$ cat config.mk
export PLATFORM = sky130hd
export DESIGN_NAME = seq_divider
export DESIGN_NICKNAME = d
export VERILOG_FILES = /design/src/rtl/seq_divider.sv
export SDC_FILE = /design/constraint.sdc
export NUM_CORES = 1
export LEC_CHECK = 0
export BUFFER_PORTS_ARGS = -buffer_cell sky130_fd_sc_hd__buf_2
export CORE_ASPECT_RATIO = 0.6
export CORE_UTILIZATION = 53
export CTS_CLUSTER_SIZE = 28
export DETAILED_ROUTE_END_ITERATION = 16
export PLACE_DENSITY_LB_ADDON = 0.2
export SLEW_MARGIN = 20
export SYNTH_ARGS = -nofsm -noshare
export SYNTH_HDL_FRONTEND = slang
export SYNTH_SLANG_ARGS = --single-unit
export TNS_END_PERCENT = 5
$ cat constraint.sdc
create_clock -name clk -period 5.8 [get_ports clk]
set_input_delay 0.29 -clock clk [delete_from_list [all_inputs] [get_ports clk]]
set_output_delay 0.29 -clock clk [all_outputs]
set_load 0.02 [all_outputs]
$ cat src/rtl/seq_divider.sv
// seq_divider: sequential restoring unsigned divider with a start/busy/done handshake
// Ports:
//   clk, rst                   clock and asynchronous active-high reset
//   start_i                    request, accepted only while idle
//   dividend_i, divisor_i      operands, captured on the accepting edge
//   busy_o                     high while iterations are running
//   done_o                     one-cycle pulse when results become valid
//   quotient_o, remainder_o    results, held until the next accepted start
//   div_by_zero_o              flags a zero divisor, held with the results
module seq_divider #(
   parameter int DATA_WIDTH = 32
) (
   input  logic                  clk,
   input  logic                  rst,
   input  logic                  start_i,
   input  logic [DATA_WIDTH-1:0] dividend_i,
   input  logic [DATA_WIDTH-1:0] divisor_i,
   output logic                  busy_o,
   output logic                  done_o,
   output logic [DATA_WIDTH-1:0] quotient_o,
   output logic [DATA_WIDTH-1:0] remainder_o,
   output logic                  div_by_zero_o
);
   localparam int W  = DATA_WIDTH;
   localparam int CW = $clog2(W);
   typedef enum logic [1:0] {IDLE, CALC, FINISH} state_t;
   state_t state_q, state_d;
   logic [W-1:0] r_q, r_d, q_q, q_d, dvs_q, dvs_d, dvd_q, dvd_d, quo_q, quo_d, rem_q, rem_d;
   logic [CW-1:0] cnt_q, cnt_d;
   logic dbz_q, dbz_d, done_q, done_d;
   logic [W:0] shifted, trial;
   // The stored remainder always stays below the divisor, so its extra MSB
   // only exists in the shifted/trial path where the doubling can overflow W bits.
   assign shifted = {r_q, q_q[W-1]};
   assign trial   = shifted + ~{1'b0, dvs_q} + 1'b1;
   always_comb begin
      state_d = state_q;
      r_d     = r_q;
      q_d     = q_q;
      cnt_d   = cnt_q;
      dvs_d   = dvs_q;
      dvd_d   = dvd_q;
      quo_d   = quo_q;
      rem_d   = rem_q;
      dbz_d   = dbz_q;
      done_d  = 1'b0;
      case (state_q)
         IDLE: if (start_i) begin
            dvd_d   = dividend_i;
            dvs_d   = divisor_i;
            r_d     = '0;
            q_d     = dividend_i;
            cnt_d   = CW'(W - 1);
            quo_d   = '0;
            rem_d   = '0;
            dbz_d   = 1'b0;
            state_d = (divisor_i == '0) ? FINISH : CALC;
         end
         CALC: begin
            // Trial MSB set means the subtraction borrowed: restore the shifted value.
            r_d     = trial[W] ? shifted[W-1:0] : trial[W-1:0];
            q_d     = {q_q[W-2:0], ~trial[W]};
            cnt_d   = cnt_q - 1'b1;
            state_d = (cnt_q == '0) ? FINISH : CALC;
         end
         FINISH: begin
            done_d  = 1'b1;
            dbz_d   = (dvs_q == '0);
            quo_d   = (dvs_q == '0) ? '1 : q_q;
            rem_d   = (dvs_q == '0) ? dvd_q : r_q;
            state_d = IDLE;
         end
         default: state_d = IDLE;
      endcase
   end
   always_ff @(posedge clk or posedge rst) begin
      if (rst) begin
         state_q <= IDLE;
         r_q     <= '0;
         q_q     <= '0;
         cnt_q   <= '0;
         dvs_q   <= '0;
         dvd_q   <= '0;
         quo_q   <= '0;
         rem_q   <= '0;
         dbz_q   <= 1'b0;
         done_q  <= 1'b0;
      end else begin
         state_q <= state_d;
         r_q     <= r_d;
         q_q     <= q_d;
         cnt_q   <= cnt_d;
         dvs_q   <= dvs_d;
         dvd_q   <= dvd_d;
         quo_q   <= quo_d;
         rem_q   <= rem_d;
         dbz_q   <= dbz_d;
         done_q  <= done_d;
      end
   end
   assign busy_o        = (state_q == CALC);
   assign done_o        = done_q;
   assign quotient_o    = quo_q;
   assign remainder_o   = rem_q;
   assign div_by_zero_o = dbz_q;
endmodule
==> qor.yml, run 1 <==
run_status:
  status: "finished, final reports clean"
drt:
  avgViaCountPerCell: 5.83
  wire_per_inst_um: 17.4
  vias: 8796
  drt_wl_total_mm: 26.2
  dr.first_iter.drc_count: 674
  drc_errors: 0
  ant_nets: 0
  drt_first_pass_iters: 5
floorplan:
  die_w_um: 182
  design.core.area_mm2: 0.0185
  rows: 38
  io_pins: 134
  die_h_um: 110
  die-area_mm2: 0.0199
  start_util: 0.554
job:
  maxCapViolCount: 0
global_route:
  antenna_found_initial: 0
  grt-ovfl-total: 0
  grt_pass1_wl_mm: 42.9
  grt_pass1_vias: 8215
  gr-usage-all-layers: 0.271
  grt_max_degree: 84
logic_synthesis:
  synth_seq_area_share: 0.491
  async_reset_ff_frac: 1.00
  synth_top_area_share: 0.491
  syn_area_mm2: 0.0102
  synth_fp_nets: 1268
  synth_edf_count: 0
  yosys_warnings: 0
  synth.most_common_cell: "nand2_1"
  synthCells: 1167
  synth.distinct_cells: 56
  synth.area.top_cells: "dfrtp_1, nand2_1, o21ai_0, a21oi_1, ha_1"
  synth_ff_type: "dfrtp_1"
  avgSynthCellArea_um2: 8.78
  yosys-top-cells-count: "nand2_1, dfrtp_1, o21ai_0"
  synth_top_area_cell: "dfrtp_1"
  ys_seq_elements: 201
timing:
  fmax_mhz: 269
  finalCriticalPeriod_ns: 3.72
  grt_setup_unrepaired: "false"
  drv_slew: 0
  hold_viol_final: 0
  setup_viol: 0
  min_period_over_period: 0.642
  slew_headroom: 0.322
  tightestPinTransition_ns: 1.02
  fin_skew_ns: 0.00782
  setup_ws_ns: 2.08
  setup_tns_ns: 0
placement:
  post_dp_cell_area_mm2: 0.0110
  placedCellCount: 1475
  hpwl_mm: 18.2
  place_congestion: 0.964
  numPortBuffers: 133
  dpl_worst_slack_ns: 2.12
worst_setup_path:
  slowest_delay_ns: 0.58
  crit_path_start_kind: "register"
  critical_path_required_ns: 6.15
  crit_chain: "inv_1, ha_1, inv_1, fa_1, a211oi_2, o211ai_2, a21oi_4, o211ai_2, a21oi_4, xor2_4, buf_4, mux2i_1, o21ai_1"
  critPathCaptureType: "register"
  cp_max_fo: 28
  crit_path_top_delay_cell: "xor2_4"
  crit_type: "register to register"
  arrival_ns: 4.07
clock_tree:
  clk_latency_ns: 0.49
  cts.sinks: 201
  cts_resized: 0
  cts-htree-levels: 1
  cts_tree: "yes"
  clkSlewWorstSetupHoldPaths_ns: 0.07
  cts_max_path_buffers: 3
  numCtsBuffers: 19
  clock-root-buffer: "clkbuf_16"
cells_and_area:
  fin_nets: 1358
  instances_no_fill: 1508
  design_area_mm2: 0.0117
  drive_above_1_share: 0.150
  fin_util: 0.631
  area_growth_pct: 13.9
  num_antenna_cells: 0
pwr:
  powerDensity_mw_per_mm2: 645
  ir_drop_mv: 0.363
  leakagePower_nw: 5.60
min_path:
  hold_class: "primary input to register"
cell type report:
class	instances	area, um^2
inverter	48	188
sequential	201	5030
timing repair buffer	143	743
clock buffer	23	510
tap	240	300
multi-input combinational	844	4750
fill	1606	6820
clock inverter	9	148
timing repair:
item / CTS / global route
hold endpoints to repair: 67 / 0
hold buffers: 1 / 0
setup buffers: 0 / 0
layout by cell type (no fill, tap or decap), types with 4 or more instances in the layout:
cell type  instances
a21oi_1           87
buf_4              9
a21o_1             8
xor2_1            10
nand4_1            9
bufinv_16          4
o21ai_0          113
mux2i_1           38
buf_2            133
inv_1             45
xnor2_1           17
o21ai_1            7
ha_1              33
nor2_1            76
dfrtp_1          201
o211ai_1           9
clkinv_2           4
nor4_1            16
nor3_1            41
nand2b_1           4
a22oi_1           30
nand3_1           75
nand2_1          221
a31oi_1            6
clkbuf_16         19
path summary, 6_finish.rpt:
| path | cells past startpoint | endpoint | slack, ns | start |
|---|---|---|---|---|
| max | 13 | r_q[14] | 2.08 | q_q[31] |
| min | 3 | dvd_q[27] | 0.02 | dividend_i[27] |
| max reg2reg | 13 | r_q[14] | 2.08 | q_q[31] |
| min reg2reg | 2 | dvd_q[10] | 0.47 | dvd_q[10] |
| max in group asynchronous | 4 | dvs_q[20] | 4.06 | rst |
| min in group asynchronous | 3 | quotient_o[28] | 0.38 | rst |
flip-flops by register name, summed over array words and instances, names as in the netlist:
signal	count
r_q	32
state_q	2
cnt_q	5
div_by_zero_o	1
quotient_o	32
dvd_q	32
done_o	1
q_q	32
dvs_q	32
remainder_o	32
layer usage:
layer	GRT usage	routed length, um	vias to the layer above	part of all wire
met5	0	0	-	0
met3	0.0437	1630	32	0.062
met1	0.420	13200	4257	0.50
li1	-	-	4223	-
met4	0.0490	369	0	0.014
met2	0.402	11000	284	0.42
critical path: cells and delay by family (launching register included):
family                     cells  cell delay, ns
AOI/OAI and AO/OA              6            1.19
adders and majority gates      2            0.59
xor gates and xnor gates       1            0.58
buffers and inverters          3            0.56
DFF                            1            0.40
muxes                          1            0.25
per-stage QoR:
step                      total power [W]  hold WS (ns)
after global routing              0.00815       0.00818
after global placement            0.00608         0.369
final                             0.00753        0.0207
after detailed placement          0.00615         0.372
after CTS                         0.00752       0.00167
after floorplan                   0.00533         0.395
kinds of logic (layout without fill, tap and decap cells):
| logic type | after synthesis | in the layout | synth area share |
|---|---|---|---|
| xor gates and xnor gates | 28 | 28 | 0.0258 |
| and+or+nand+nor | 462 | 462 | 0.196 |
| DFF | 201 | 201 | 0.491 |
| buffers and inverters | 122 | 223 | 0.0482 |
| muxes | 38 | 38 | 0.0371 |
| AOI/OAI and AO/OA | 282 | 282 | 0.160 |
| adders and majority gates | 34 | 34 | 0.0422 |
power by group:
part	leakage, nW	total [W]	internal (W)	switching, W
logic	2.72	0.00379	0.00150	0.00229
registers	2.56	0.00241	0.00197	0.000443
clock network	0.323	0.00134	0.000804	0.000531
total	5.60	0.00753	0.00427	0.00327
No activity file was read; power rests on OpenSTA's default activity.
==> inputs of run 2 (changes only) <==
Clock period 5.8 ns to 3.4 ns, I/O delays scaled along.
==> run 2 against run 1 <==
Design area rose by 7.0%. Combinational power rose by 80%. Cell count rose by 5.0%. Critical path type unchanged. Critical endpoint is now r_q[13]. Highest routed layer unchanged.
==> qor.yml, run 2 (same netlist as run 1, synthesis figures left out) <==
run_status:
  status: "finished, final reports clean"
drt:
  ant_nets: 0
  dr.first_iter.drc_count: 824
  drt_wl_total_mm: 27.5
  drc_errors: 0
  vias: 9081
  avgViaCountPerCell: 5.73
  wire_per_inst_um: 17.4
  drt_first_pass_iters: 7
floorplan:
  die_w_um: 182
  start_util: 0.554
  die_h_um: 110
  rows: 38
  die-area_mm2: 0.0199
  io_pins: 134
  design.core.area_mm2: 0.0185
clock_tree:
  cts-htree-levels: 1
  cts_max_path_buffers: 3
  cts_resized: 0
  numCtsBuffers: 20
  clkSlewWorstSetupHoldPaths_ns: 0.06
  clock-root-buffer: "clkbuf_16"
  clk_latency_ns: 0.50
  cts_tree: "yes"
  cts.sinks: 201
timing:
  grt_setup_unrepaired: "false"
  hold_viol_final: 0
  tightestPinTransition_ns: 1.04
  hold_ws_ns: 0.100
  fmax_mhz: 310
  fin_skew_ns: 0.0136
  min_period_over_period: 0.947
  drv_slew: 0
  setup_tns_ns: 0
  slew_headroom: 0.302
  finalCriticalPeriod_ns: 3.22
  setup_viol: 0
cells_and_area:
  final_cell_mix: "nand2_1, dfrtp_1, buf_2"
  design_area_mm2: 0.0125
  num_antenna_cells: 0
  instances_no_fill: 1584
  layout_commonest_cell: "nand2_1"
  area_growth_pct: 21.9
  drive_above_1_share: 0.150
  fin_nets: 1433
  fin_util: 0.675
job:
  maxCapViolCount: 0
min_path:
  hold_end: "state_q[1]"
  hold_path_depth: 5
  hold_class: "primary input to register"
  holdCritStartpoint: "start_i"
worst_setup_path:
  arrival_ns: 3.56
  reg2reg_from: "q_q[31]"
  slowest_delay_ns: 0.43
  r2r_cells: 14
  crit_path_top_delay_cell: "fa_1"
  r2r-end: "r_q[13]"
  crit_family: "compound AO/OA/AOI/OAI gates"
  critical_path_required_ns: 3.74
  crit_type: "register to register"
  r2r_slack_ns: 0.18
  crit_chain: "inv_1, ha_1, inv_1, fa_1, a211oi_2, o211ai_2, a21oi_4, o211ai_2, a21oi_4, xor2_4, buf_12, nor2_1, a21oi_1, o21ai_0"
  cp_num_buf_inv: 3
  critPathCaptureType: "register"
  cp_max_fo: 24
  crit_path_start_kind: "register"
global_route:
  grt_pass1_vias: 8543
  gr-usage-all-layers: 0.281
  grt-ovfl-total: 0
  antenna_found_initial: 0
  grt_max_degree: 98
  grt_pass1_wl_mm: 44.4
pwr:
  ir_drop_mv: 0.604
  leakagePower_nw: 5.95
  powerDensity_mw_per_mm2: 1060
placement:
  hpwl_mm: 18.5
  placedCellCount: 1483
  numPortBuffers: 133
  post_dp_cell_area_mm2: 0.0111
  place_congestion: 0.952
run 2: cell types whose count changed in the layout (fill, tap and decap cells not counted):
cell           before  now
dlygate4sd3_1       1   65
clkbuf_8            2    6
buf_12              0    6
inv_8               1    0
clkbuf_1            2    3
clkbuf_16          19   21
buf_4               9   13
clkinv_2            4    2
bufinv_16           4    2
run 2: worst reg2reg max path, stage by stage (launching register included):
cell	delay [ns]
dfrtp_1	0.40
inv_1	0.08
ha_1	0.17
inv_1	0.06
fa_1	0.43
a211oi_2	0.28
o211ai_2	0.19
a21oi_4	0.21
o211ai_2	0.19
a21oi_4	0.24
xor2_4	0.30
buf_12	0.21
nor2_1	0.07
a21oi_1	0.14
o21ai_0	0.10
run 2: repair_timing:
item / in CTS / in global routing
hold buffers: 65 / 0
setup endpoints to repair: 0 / 16
buffers inserted: 0 / 2
endpoints found under the hold margin: 115 / 0
run 2: layout make-up:
class / count / area (um^2)
sequential: 201 / 5030
clock inverter: 4 / 70.1
inverter: 48 / 184
timing repair buffer: 217 / 1530
fill: 1556 / 6000
clock buffer: 30 / 619
multi-input combinational: 844 / 4750
tap: 240 / 300
run 2: routing by layer:
layer / GRT usage / vias to the layer above / share of wire
met5: 0 / - / 0
met4: 0.0502 / 0 / 0.013
met3: 0.0457 / 30 / 0.062
met2: 0.428 / 288 / 0.43
met1: 0.425 / 4388 / 0.49
li1: - / 4375 / -
run 2: stage by stage:
| stage | total power (W) | setup slack (ns) |
|---|---|---|
| after detailed placement | 0.0107 | 0.168 |
| after floorplan | 0.00909 | 0.581 |
| after global placement | 0.0105 | 0.268 |
| final | 0.0133 | 0.179 |
| after global routing | 0.0143 | 0.0584 |
| after CTS | 0.0132 | 0.139 |
run 2: power breakdown:
part / switching, W / internal, W
clock network: 0.000923 / 0.00140
logic: 0.00402 / 0.00281
registers: 0.000767 / 0.00335
total: 0.00571 / 0.00757
run 2: worst max path at each step:
stage / startpoint / end / slack, ns / cells after the start
after floorplan: q_q[31] / q_q[0] / 0.58 / 13
after global placement: q_q[31] / r_q[1] / 0.27 / 13
after detailed placement: q_q[31] / r_q[13] / 0.17 / 14
after CTS: q_q[31] / r_q[13] / 0.14 / 14
after global routing: q_q[31] / r_q[13] / 0.06 / 14
final: q_q[31] / r_q[13] / 0.18 / 14
